[config.mk]
export PLATFORM = sky130hd
export DESIGN_NAME = softmax_seq
export DESIGN_NICKNAME = d
export VERILOG_FILES = /design/src/rtl/softmax_pkg.sv /design/src/rtl/sm_delay_line.sv /design/src/rtl/softmax_seq.sv
export SDC_FILE = /design/constraint.sdc
export NUM_CORES = 1
export LEC_CHECK = 0
export ABC_CLOCK_PERIOD_IN_PS = 4300
export BUFFER_PORTS_ARGS = -buffer_cell sky130_fd_sc_hd__buf_2
export CAP_MARGIN = 40
export CORE_MARGIN = 8
export CORE_UTILIZATION = 50
export CTS_BUF_LIST = sky130_fd_sc_hd__clkbuf_2
export DETAILED_ROUTE_END_ITERATION = 10
export PLACE_DENSITY_LB_ADDON = 0.1
export SETUP_SLACK_MARGIN = 0.2
export SYNTH_ARGS = -nofsm -noshare
export SYNTH_HDL_FRONTEND = slang
export SYNTH_SLANG_ARGS = --single-unit
[constraint.sdc]
create_clock -name clk -period 4.3 [get_ports clk]
set_input_delay 0.215 -clock clk [delete_from_list [all_inputs] [get_ports clk]]
set_output_delay 0.215 -clock clk [all_outputs]
set_load 0.02 [all_outputs]
[src/rtl/softmax_pkg.sv]
// Shared types and helpers for the three-pass softmax sequencer.
package softmax_pkg;

  typedef enum logic [2:0] {
    S_IDLE     = 3'd0,
    S_MAX      = 3'd1,
    S_MAX_DRN  = 3'd2,
    S_SUM      = 3'd3,
    S_SUM_DRN  = 3'd4,
    S_NORM     = 3'd5,
    S_NORM_DRN = 3'd6,
    S_DONE     = 3'd7
  } state_t;

  typedef enum logic [1:0] {
    PASS_NONE = 2'd0,
    PASS_MAX  = 2'd1,
    PASS_SUM  = 2'd2,
    PASS_NORM = 2'd3
  } pass_t;

  localparam int MASK_W = 32;

  // Low-order lane mask; a lane count of zero means every lane is valid.
  function automatic logic [MASK_W-1:0] lane_mask(input logic [MASK_W-1:0] lanes, input int num);
    logic [MASK_W-1:0] m;
    logic [MASK_W-1:0] eff;
    eff = (lanes == 32'd0) ? 32'(num) : lanes;
    m = {MASK_W{1'b0}};
    for (int i = 0; i < MASK_W; i++) begin
      m[i] = ($unsigned(i) < eff);
    end
    return m;
  endfunction

endpackage

[src/rtl/sm_delay_line.sv]
// Shift-register delay with synchronous flush; zero depth is a plain wire.
module sm_delay_line #(
  parameter int DEPTH = 1,
  parameter int WIDTH = 1
) (
  input  logic             clk,
  input  logic             reset_n,
  input  logic             flush,
  input  logic [WIDTH-1:0] din,
  output logic [WIDTH-1:0] dout
);

  generate
    if (DEPTH == 0) begin : g_wire
      logic unused_s;
      assign unused_s = &{1'b0, clk, reset_n, flush};
      assign dout = din;
    end else begin : g_shift
      logic [WIDTH-1:0] stage_r [DEPTH];

      // Shift chain, cleared by reset or flush
      always_ff @(posedge clk) begin
        if (!reset_n || flush) begin
          for (int i = 0; i < DEPTH; i++) begin
            stage_r[i] <= {WIDTH{1'b0}};
          end
        end else begin
          stage_r[0] <= din;
          for (int i = 1; i < DEPTH; i++) begin
            stage_r[i] <= stage_r[i-1];
          end
        end
      end

      assign dout = stage_r[DEPTH-1];
    end
  endgenerate

endmodule

[src/rtl/softmax_seq.sv]
// Three-pass softmax sequencer: reads the buffer three times and drives
// latency-matched strobes for the max, sum/ln and normalise datapath stages.
module softmax_seq
  import softmax_pkg::*;
#(
  parameter int NUM      = 2,
  parameter int ADDRSIZE = 16,
  parameter int MEM_LAT  = 1,
  parameter int MAX_LAT  = 1,
  parameter int EXP_LAT  = 2,
  parameter int ADD_LAT  = 2,
  parameter int LOG_LAT  = 1,
  parameter int NORM_LAT = 4,
  localparam int LW      = $clog2(NUM + 1)
) (
  input  logic                clk,
  input  logic                reset_n,
  input  logic                start,
  input  logic                abort,
  input  logic [ADDRSIZE-1:0] start_addr,
  input  logic [ADDRSIZE-1:0] end_addr,
  input  logic [LW-1:0]       last_lanes,
  output logic                busy,
  output logic                done,
  output logic                err,
  output logic                rd_en,
  output logic [ADDRSIZE-1:0] rd_addr,
  output logic [NUM-1:0]      rd_mask,
  output logic                max_clr,
  output logic                max_en,
  output logic                acc_clr,
  output logic                sub_en,
  output logic                acc_en,
  output logic [NUM-1:0]      acc_mask,
  output logic                log_en,
  output logic                out_valid,
  output logic [ADDRSIZE-1:0] out_addr,
  output logic [NUM-1:0]      out_mask
);

  localparam int D1 = MEM_LAT + MAX_LAT;
  localparam int D2 = MEM_LAT + EXP_LAT + ADD_LAT + LOG_LAT;
  localparam int D3 = MEM_LAT + NORM_LAT;
  localparam int OW = 1 + ADDRSIZE + NUM;

  state_t              state_r, state_s;
  pass_t               pass_r, pass_s;
  logic [ADDRSIZE-1:0] base_addr_r, last_addr_r, cur_addr_r, cur_addr_s;
  logic [NUM-1:0]      last_mask_r, rd_mask_r, rd_mask_s;
  logic [31:0]         cnt_r, cnt_s;
  logic                accept_s, reject_s, rd_en_s, kill_s;
  logic                busy_r, done_r, err_r, rd_en_r, max_clr_r, acc_clr_r, log_en_r;
  logic [ADDRSIZE-1:0] rd_addr_r;
  logic [MASK_W-1:0]   lane_ext_s;
  logic                unused_s;

  assign lane_ext_s = lane_mask(MASK_W'(last_lanes), NUM);
  assign unused_s   = &{1'b0, lane_ext_s[MASK_W-1:NUM]};
  assign kill_s     = abort && (state_r != S_IDLE);

  // Next state, read address walk and drain counter
  always_comb begin
    state_s    = state_r;
    cur_addr_s = cur_addr_r;
    cnt_s      = cnt_r;
    accept_s   = 1'b0;
    reject_s   = 1'b0;
    case (state_r)
      S_IDLE: begin
        if (start && !abort) begin
          if (end_addr > start_addr) begin
            accept_s   = 1'b1;
            state_s    = S_MAX;
            cur_addr_s = start_addr;
          end else begin
            reject_s = 1'b1;
          end
        end else begin
          state_s = S_IDLE;
        end
      end
      S_MAX, S_SUM, S_NORM: begin
        if (cur_addr_r == last_addr_r) begin
          cur_addr_s = base_addr_r;
          if (state_r == S_MAX) begin
            state_s = S_MAX_DRN;
            cnt_s   = 32'(D1);
          end else if (state_r == S_SUM) begin
            state_s = S_SUM_DRN;
            cnt_s   = 32'(D2);
          end else begin
            state_s = S_NORM_DRN;
            cnt_s   = 32'(D3);
          end
        end else begin
          cur_addr_s = cur_addr_r + ADDRSIZE'(1);
        end
      end
      S_MAX_DRN, S_SUM_DRN, S_NORM_DRN: begin
        // A zero-length drain still occupies one cycle
        if (cnt_r <= 32'd1) begin
          cnt_s = 32'd0;
          if (state_r == S_MAX_DRN) begin
            state_s = S_SUM;
          end else if (state_r == S_SUM_DRN) begin
            state_s = S_NORM;
          end else begin
            state_s = S_DONE;
          end
        end else begin
          cnt_s = cnt_r - 32'd1;
        end
      end
      S_DONE:  state_s = S_IDLE;
      default: state_s = S_IDLE;
    endcase
  end

  // Read strobe, pass tag and lane mask for the current state
  always_comb begin
    rd_en_s = 1'b0;
    pass_s  = PASS_NONE;
    case (state_r)
      S_MAX: begin
        rd_en_s = 1'b1;
        pass_s  = PASS_MAX;
      end
      S_SUM: begin
        rd_en_s = 1'b1;
        pass_s  = PASS_SUM;
      end
      S_NORM: begin
        rd_en_s = 1'b1;
        pass_s  = PASS_NORM;
      end
      default: begin
        rd_en_s = 1'b0;
        pass_s  = PASS_NONE;
      end
    endcase
    if (!rd_en_s) begin
      rd_mask_s = {NUM{1'b0}};
    end else if (cur_addr_r == last_addr_r) begin
      rd_mask_s = last_mask_r;
    end else begin
      rd_mask_s = {NUM{1'b1}};
    end
  end

  // State, job registers and registered control outputs
  always_ff @(posedge clk) begin
    if (!reset_n || kill_s) begin
      state_r     <= S_IDLE;
      pass_r      <= PASS_NONE;
      base_addr_r <= {ADDRSIZE{1'b0}};
      last_addr_r <= {ADDRSIZE{1'b0}};
      cur_addr_r  <= {ADDRSIZE{1'b0}};
      last_mask_r <= {NUM{1'b0}};
      cnt_r       <= 32'd0;
      busy_r      <= 1'b0;
      done_r      <= 1'b0;
      err_r       <= 1'b0;
      rd_en_r     <= 1'b0;
      rd_addr_r   <= {ADDRSIZE{1'b0}};
      rd_mask_r   <= {NUM{1'b0}};
      max_clr_r   <= 1'b0;
      acc_clr_r   <= 1'b0;
      log_en_r    <= 1'b0;
    end else begin
      state_r    <= state_s;
      pass_r     <= pass_s;
      cur_addr_r <= cur_addr_s;
      cnt_r      <= cnt_s;
      if (accept_s) begin
        base_addr_r <= start_addr;
        last_addr_r <= end_addr - ADDRSIZE'(1);
        last_mask_r <= lane_ext_s[NUM-1:0];
      end
      busy_r    <= (state_r != S_IDLE) || accept_s;
      done_r    <= (state_r == S_DONE);
      err_r     <= reject_s;
      rd_en_r   <= rd_en_s;
      rd_addr_r <= rd_en_s ? cur_addr_r : {ADDRSIZE{1'b0}};
      rd_mask_r <= rd_mask_s;
      max_clr_r <= accept_s;
      acc_clr_r <= accept_s;
      log_en_r  <= (state_r == S_SUM_DRN) && (cnt_r == 32'(LOG_LAT));
    end
  end

  logic            p1_in_s;
  logic [NUM:0]    p2_in_s, p2_out_s, acc_out_s;
  logic [OW-1:0]   p3_in_s, p3_out_s;

  assign p1_in_s = rd_en_r && (pass_r == PASS_MAX);
  assign p2_in_s = (rd_en_r && (pass_r == PASS_SUM)) ? {1'b1, rd_mask_r} : {(NUM+1){1'b0}};
  assign p3_in_s = (rd_en_r && (pass_r == PASS_NORM)) ? {1'b1, rd_addr_r, rd_mask_r} : {OW{1'b0}};

  sm_delay_line #(.DEPTH(MEM_LAT), .WIDTH(1)) u_dl_max (
    .clk(clk), .reset_n(reset_n), .flush(kill_s), .din(p1_in_s), .dout(max_en)
  );

  sm_delay_line #(.DEPTH(MEM_LAT), .WIDTH(NUM + 1)) u_dl_sub (
    .clk(clk), .reset_n(reset_n), .flush(kill_s), .din(p2_in_s), .dout(p2_out_s)
  );

  sm_delay_line #(.DEPTH(EXP_LAT), .WIDTH(NUM + 1)) u_dl_acc (
    .clk(clk), .reset_n(reset_n), .flush(kill_s), .din(p2_out_s), .dout(acc_out_s)
  );

  sm_delay_line #(.DEPTH(MEM_LAT + NORM_LAT), .WIDTH(OW)) u_dl_out (
    .clk(clk), .reset_n(reset_n), .flush(kill_s), .din(p3_in_s), .dout(p3_out_s)
  );

  assign sub_en    = p2_out_s[NUM];
  assign acc_en    = acc_out_s[NUM];
  assign acc_mask  = acc_out_s[NUM-1:0];
  assign out_valid = p3_out_s[OW-1];
  assign out_addr  = p3_out_s[NUM +: ADDRSIZE];
  assign out_mask  = p3_out_s[NUM-1:0];

  assign busy    = busy_r;
  assign done    = done_r;
  assign err     = err_r;
  assign rd_en   = rd_en_r;
  assign rd_addr = rd_addr_r;
  assign rd_mask = rd_mask_r;
  assign max_clr = max_clr_r;
  assign acc_clr = acc_clr_r;
  assign log_en  = log_en_r;

endmodule

==> impl_results.md <==
* Status: completed
* CP Class: input pin to register
* Top Layer Used: met4
* Max Clock Freq at 0.297 GHz
* Post-Syn Instances at 903
* Final-report hold violation count at 0
* Leak pwr at 4.76 nW
* Met3 Routed Length at 997 um
* Hold Path Stages at 3
* Nets@finish at 1,105
* Number of buffers created by CTS at 53
* Synth Flop Type: dfxtp_1
* Sequential fraction of the synthesis area at 50.1%
* Largest net degree at the start of global routing at 84
* DR DRC count at 0
* Most common cell after layout, fill and taps aside: dfxtp_1
* Total grt overflow at 0
* # clock sinks at 216
* Global-route wire length before repair at 33,500 um
* Worst path depth at 11
* Crit end category: register
* WL met2 at 9610 um
* First-iteration detailed-routing DRC count at 467
* Via density per instance at 5.08
* Slew @ Worst Pin at 0.940 ns
* Switching Share at 41.2%
* Final period utilization at 78.3%
* Core area at 17,100 sq um
* Synth cell types at 63
* WL per Instance at 15.1 um
* Clock Tree Buf Depth at 3
* GR Util All Layers at 18.5%
* Post-synth EDFFs at 0
* Combinational share of power at 39.5%
* Initial antenna violation count at 1
* Final Wtd Congestion at 0.803
* Seq cells post-synth at 216
* Largest family of logic cells by synthesized area: simple AND/OR/NAND/NOR gates
* Slew margin rel. at 36.7%
* Remaining antenna violation count after routing at 0
* Critical path peak fanout at 21
* Final Setup Violations at 0
* First-pass DRT Iterations at 4
* CP delay by family, top: buffers and inverters
* Critical path's most frequent cell: dlygate4sd3_1
* Post-DP HPWL at 13,300 um
* CP Cell Sequence: dlygate4sd3_1 > buf_2 > ha_1 > nand4_1 > or4_1 > o2111a_1 > nor2_4 > buf_4 > nor2_1 > a311oi_1 > dlygate4sd3_1
* Die area at 21,700 sq um
* Initial Util at 50.4%
* RSZ-0062 raised after global routing: false
* CP arrival at 4.09 ns
* Sequential power share at 39.6%
* Slew Limit Fails at 0
* Async S/R FF share, synth at 0%
* CP startpoint kind: input pin
* Final wirelength at 19,700 um
* CTS tree: yes
* Reg clk slew, reported paths at 0.10 ns
* Post-route minimum period at 3.37 ns
* Cell internal pwr at 3.68 mW
* Pwr dens at 618 nW/um^2
* Post-Syn Nets at 965
* Mean Syn Cell Area at 9.56 sq um
* Clock share of power at 20.9%
* Root Driver: clkbuf_2
* Adder-Cell Fraction of Synth Area at 3.48%
* Class of the worst hold path: input pin to register
* Max cap viols at 0
* R2R depth at 10
* Placement Rows at 48
* Synthesis-to-finish area growth at 17.2%
* Met1 WL at 8630 um
* Via Count at 6,642
* Clock latency on the worst-skew pair at 0.78 ns
* Synth warn at 0
* Net switching power figure at 2.58 mW
* Synth Area in XOR/XNOR at 6.59%
* Final setup TNS at 0 ns
* Filler cells at 1,570
* Die width at 147 um
* Vias in the first global route at 6,713
* Commonest non-fill, non-tap cells in the layout: 216 x dfxtp_1, 111 x nor2_1, 104 x and3_1, 86 x buf_2, 71 x clkbuf_2
* Die Y at 147 um
* Worst endpoint required time at 5.02 ns
* Buf+Inv Stages, Crit Path at 4
* Post-CTS setup buffers at 0
* Synth Area in Simple Gates at 24.3%
* Portion of netlist area occupied by mux cells at 1.97%
* Clock skew at 0.0339 ns
* Compound-gate portion of the synthesized area at 9.06%
* Layout cells sized above 1 at 18.9%
* Synth Cell Area at 8630 sq um
* Power, Total at 6.25 mW
* # IOs at 87
* Crit-path max cell delay at 0.60 ns
* Peak VDD IR at 0.299 mV
* H-tree Lvls at 2
* Buffers on Ports at 86
* Critical Path Slowest Stage Cell: or4_1
[layer usage]
| metal | GRT usage [%] | up-vias |
|---|---|---|
| li1 | - | 3454 |
| met1 | 21.8 | 2993 |
| met2 | 31.7 | 161 |
| met3 | 4.89 | 34 |
| met4 | 6.94 | 0 |
| met5 | 0 | - |
[power groups by stage]
stage          Combinational (mW)  Sequential [mW]  Clock (mW)
2_1_floorplan                1.98             2.45           0
3_3_place_gp                 2.39             2.52           0
3_5_place_dp                 2.42             2.52           0
4_1_cts                      2.47             2.48        1.37
5_1_grt                      2.78             2.51        1.49
6_report                     2.47             2.48        1.31
[synthesized netlist by cell type (all sizes together), types with 7 or more instances]
library cell	n	area [sq um]
dfxtp	216	4320
nor2	113	448
and3	104	651
xor2	54	473
a21oi	40	204
clkbuf	40	150
nand2	34	130
inv	29	109
a211oi	26	195
ha	24	300
and2	23	146
nand3	22	120
buf	21	129
nand4	21	153
o21ai	19	95.1
mux2i	17	170
nor4	17	168
nor3	14	81.3
xnor2	11	96.3
or4	7	63.8
[layout make-up]
cell class	count	area, sq um	share of cell area, %
Clock buffer	71	355	3.51
Tap cell	225	282	2.78
Inverter	29	109	1.08
Timing Repair Buffer	146	993	9.81
Sequential cell	216	4320	42.7
Multi-Input combinational cell	597	3930	38.8
Antenna cell	1	2.50	0.0247
Clock inverter	23	129	1.27
[flip-flops by register name, summed over array words and instances, names as in the netlist]
| signal | cells |
|---|---|
| acc_clr | 1 |
| base_addr_r | 16 |
| busy | 1 |
| cnt_r | 32 |
| cur_addr_r | 16 |
| done | 1 |
| err | 1 |
| last_addr_r | 16 |
| last_mask_r | 2 |
| log_en | 1 |
| pass_r | 2 |
| rd_addr | 16 |
| rd_en | 1 |
| rd_mask | 2 |
| state_r | 3 |
| u_dl_acc.g_shift.stage_r | 6 |
| u_dl_max.g_shift.stage_r | 1 |
| u_dl_out.g_shift.stage_r | 95 |
| u_dl_sub.g_shift.stage_r | 3 |
[per-stage QoR]
stage | cells | hold slack [ns] | util [%] | setup slack (ns) | cell area, sq um
after CTS | 1307 | 0.0766 | 59.1 | 1.01 | 10100
final | 1308 | 0.184 | 59.1 | 0.933 | 10100
after global placement | 1167 | 0.428 | 53.6 | 1.32 | 9180
after detailed placement | 1168 | 0.427 | 53.7 | 1.23 | 9190
after floorplan | 903 | 0.311 | - | 1.99 | 8630
after global routing | 1308 | 0.0836 | 59.1 | 0.806 | 10100
[tightest hold or removal path, delay by kind of cell]
| family | cells | cell delay, ns |
|---|---|---|
| buffers and inverters | 2 | 0.65 |
| AO/OA/AOI/OAI | 1 | 0.06 |
[worst paths after layout]
| kind | from | end | slack, ns |
|---|---|---|---|
| max | end_addr[13] | last_mask_r[1] | 0.93 |
| min | end_addr[0] | last_addr_r[0] | 0.18 |
| max reg2reg | state_r[0] | last_mask_r[1] | 0.99 |
| min reg2reg | pass_r[1] | u_dl_max.g_shift.stage_r[0] | 0.44 |
[cell families after synthesis]
kind of cell,after synthesis
flip-flops,216
XOR/XNOR,65
multiplexers,17
buffers and inverters,90
AND/OR/NAND/NOR,375
AO/OA/AOI/OAI,116
adder cells (fa/ha/maj),24
[timing repair]
item,CTS,global route
hold endpoints to repair,73,0
gates resized for setup,0,0
hold buffers,45,0
Note: power is estimated with default switching activity, not from simulation.
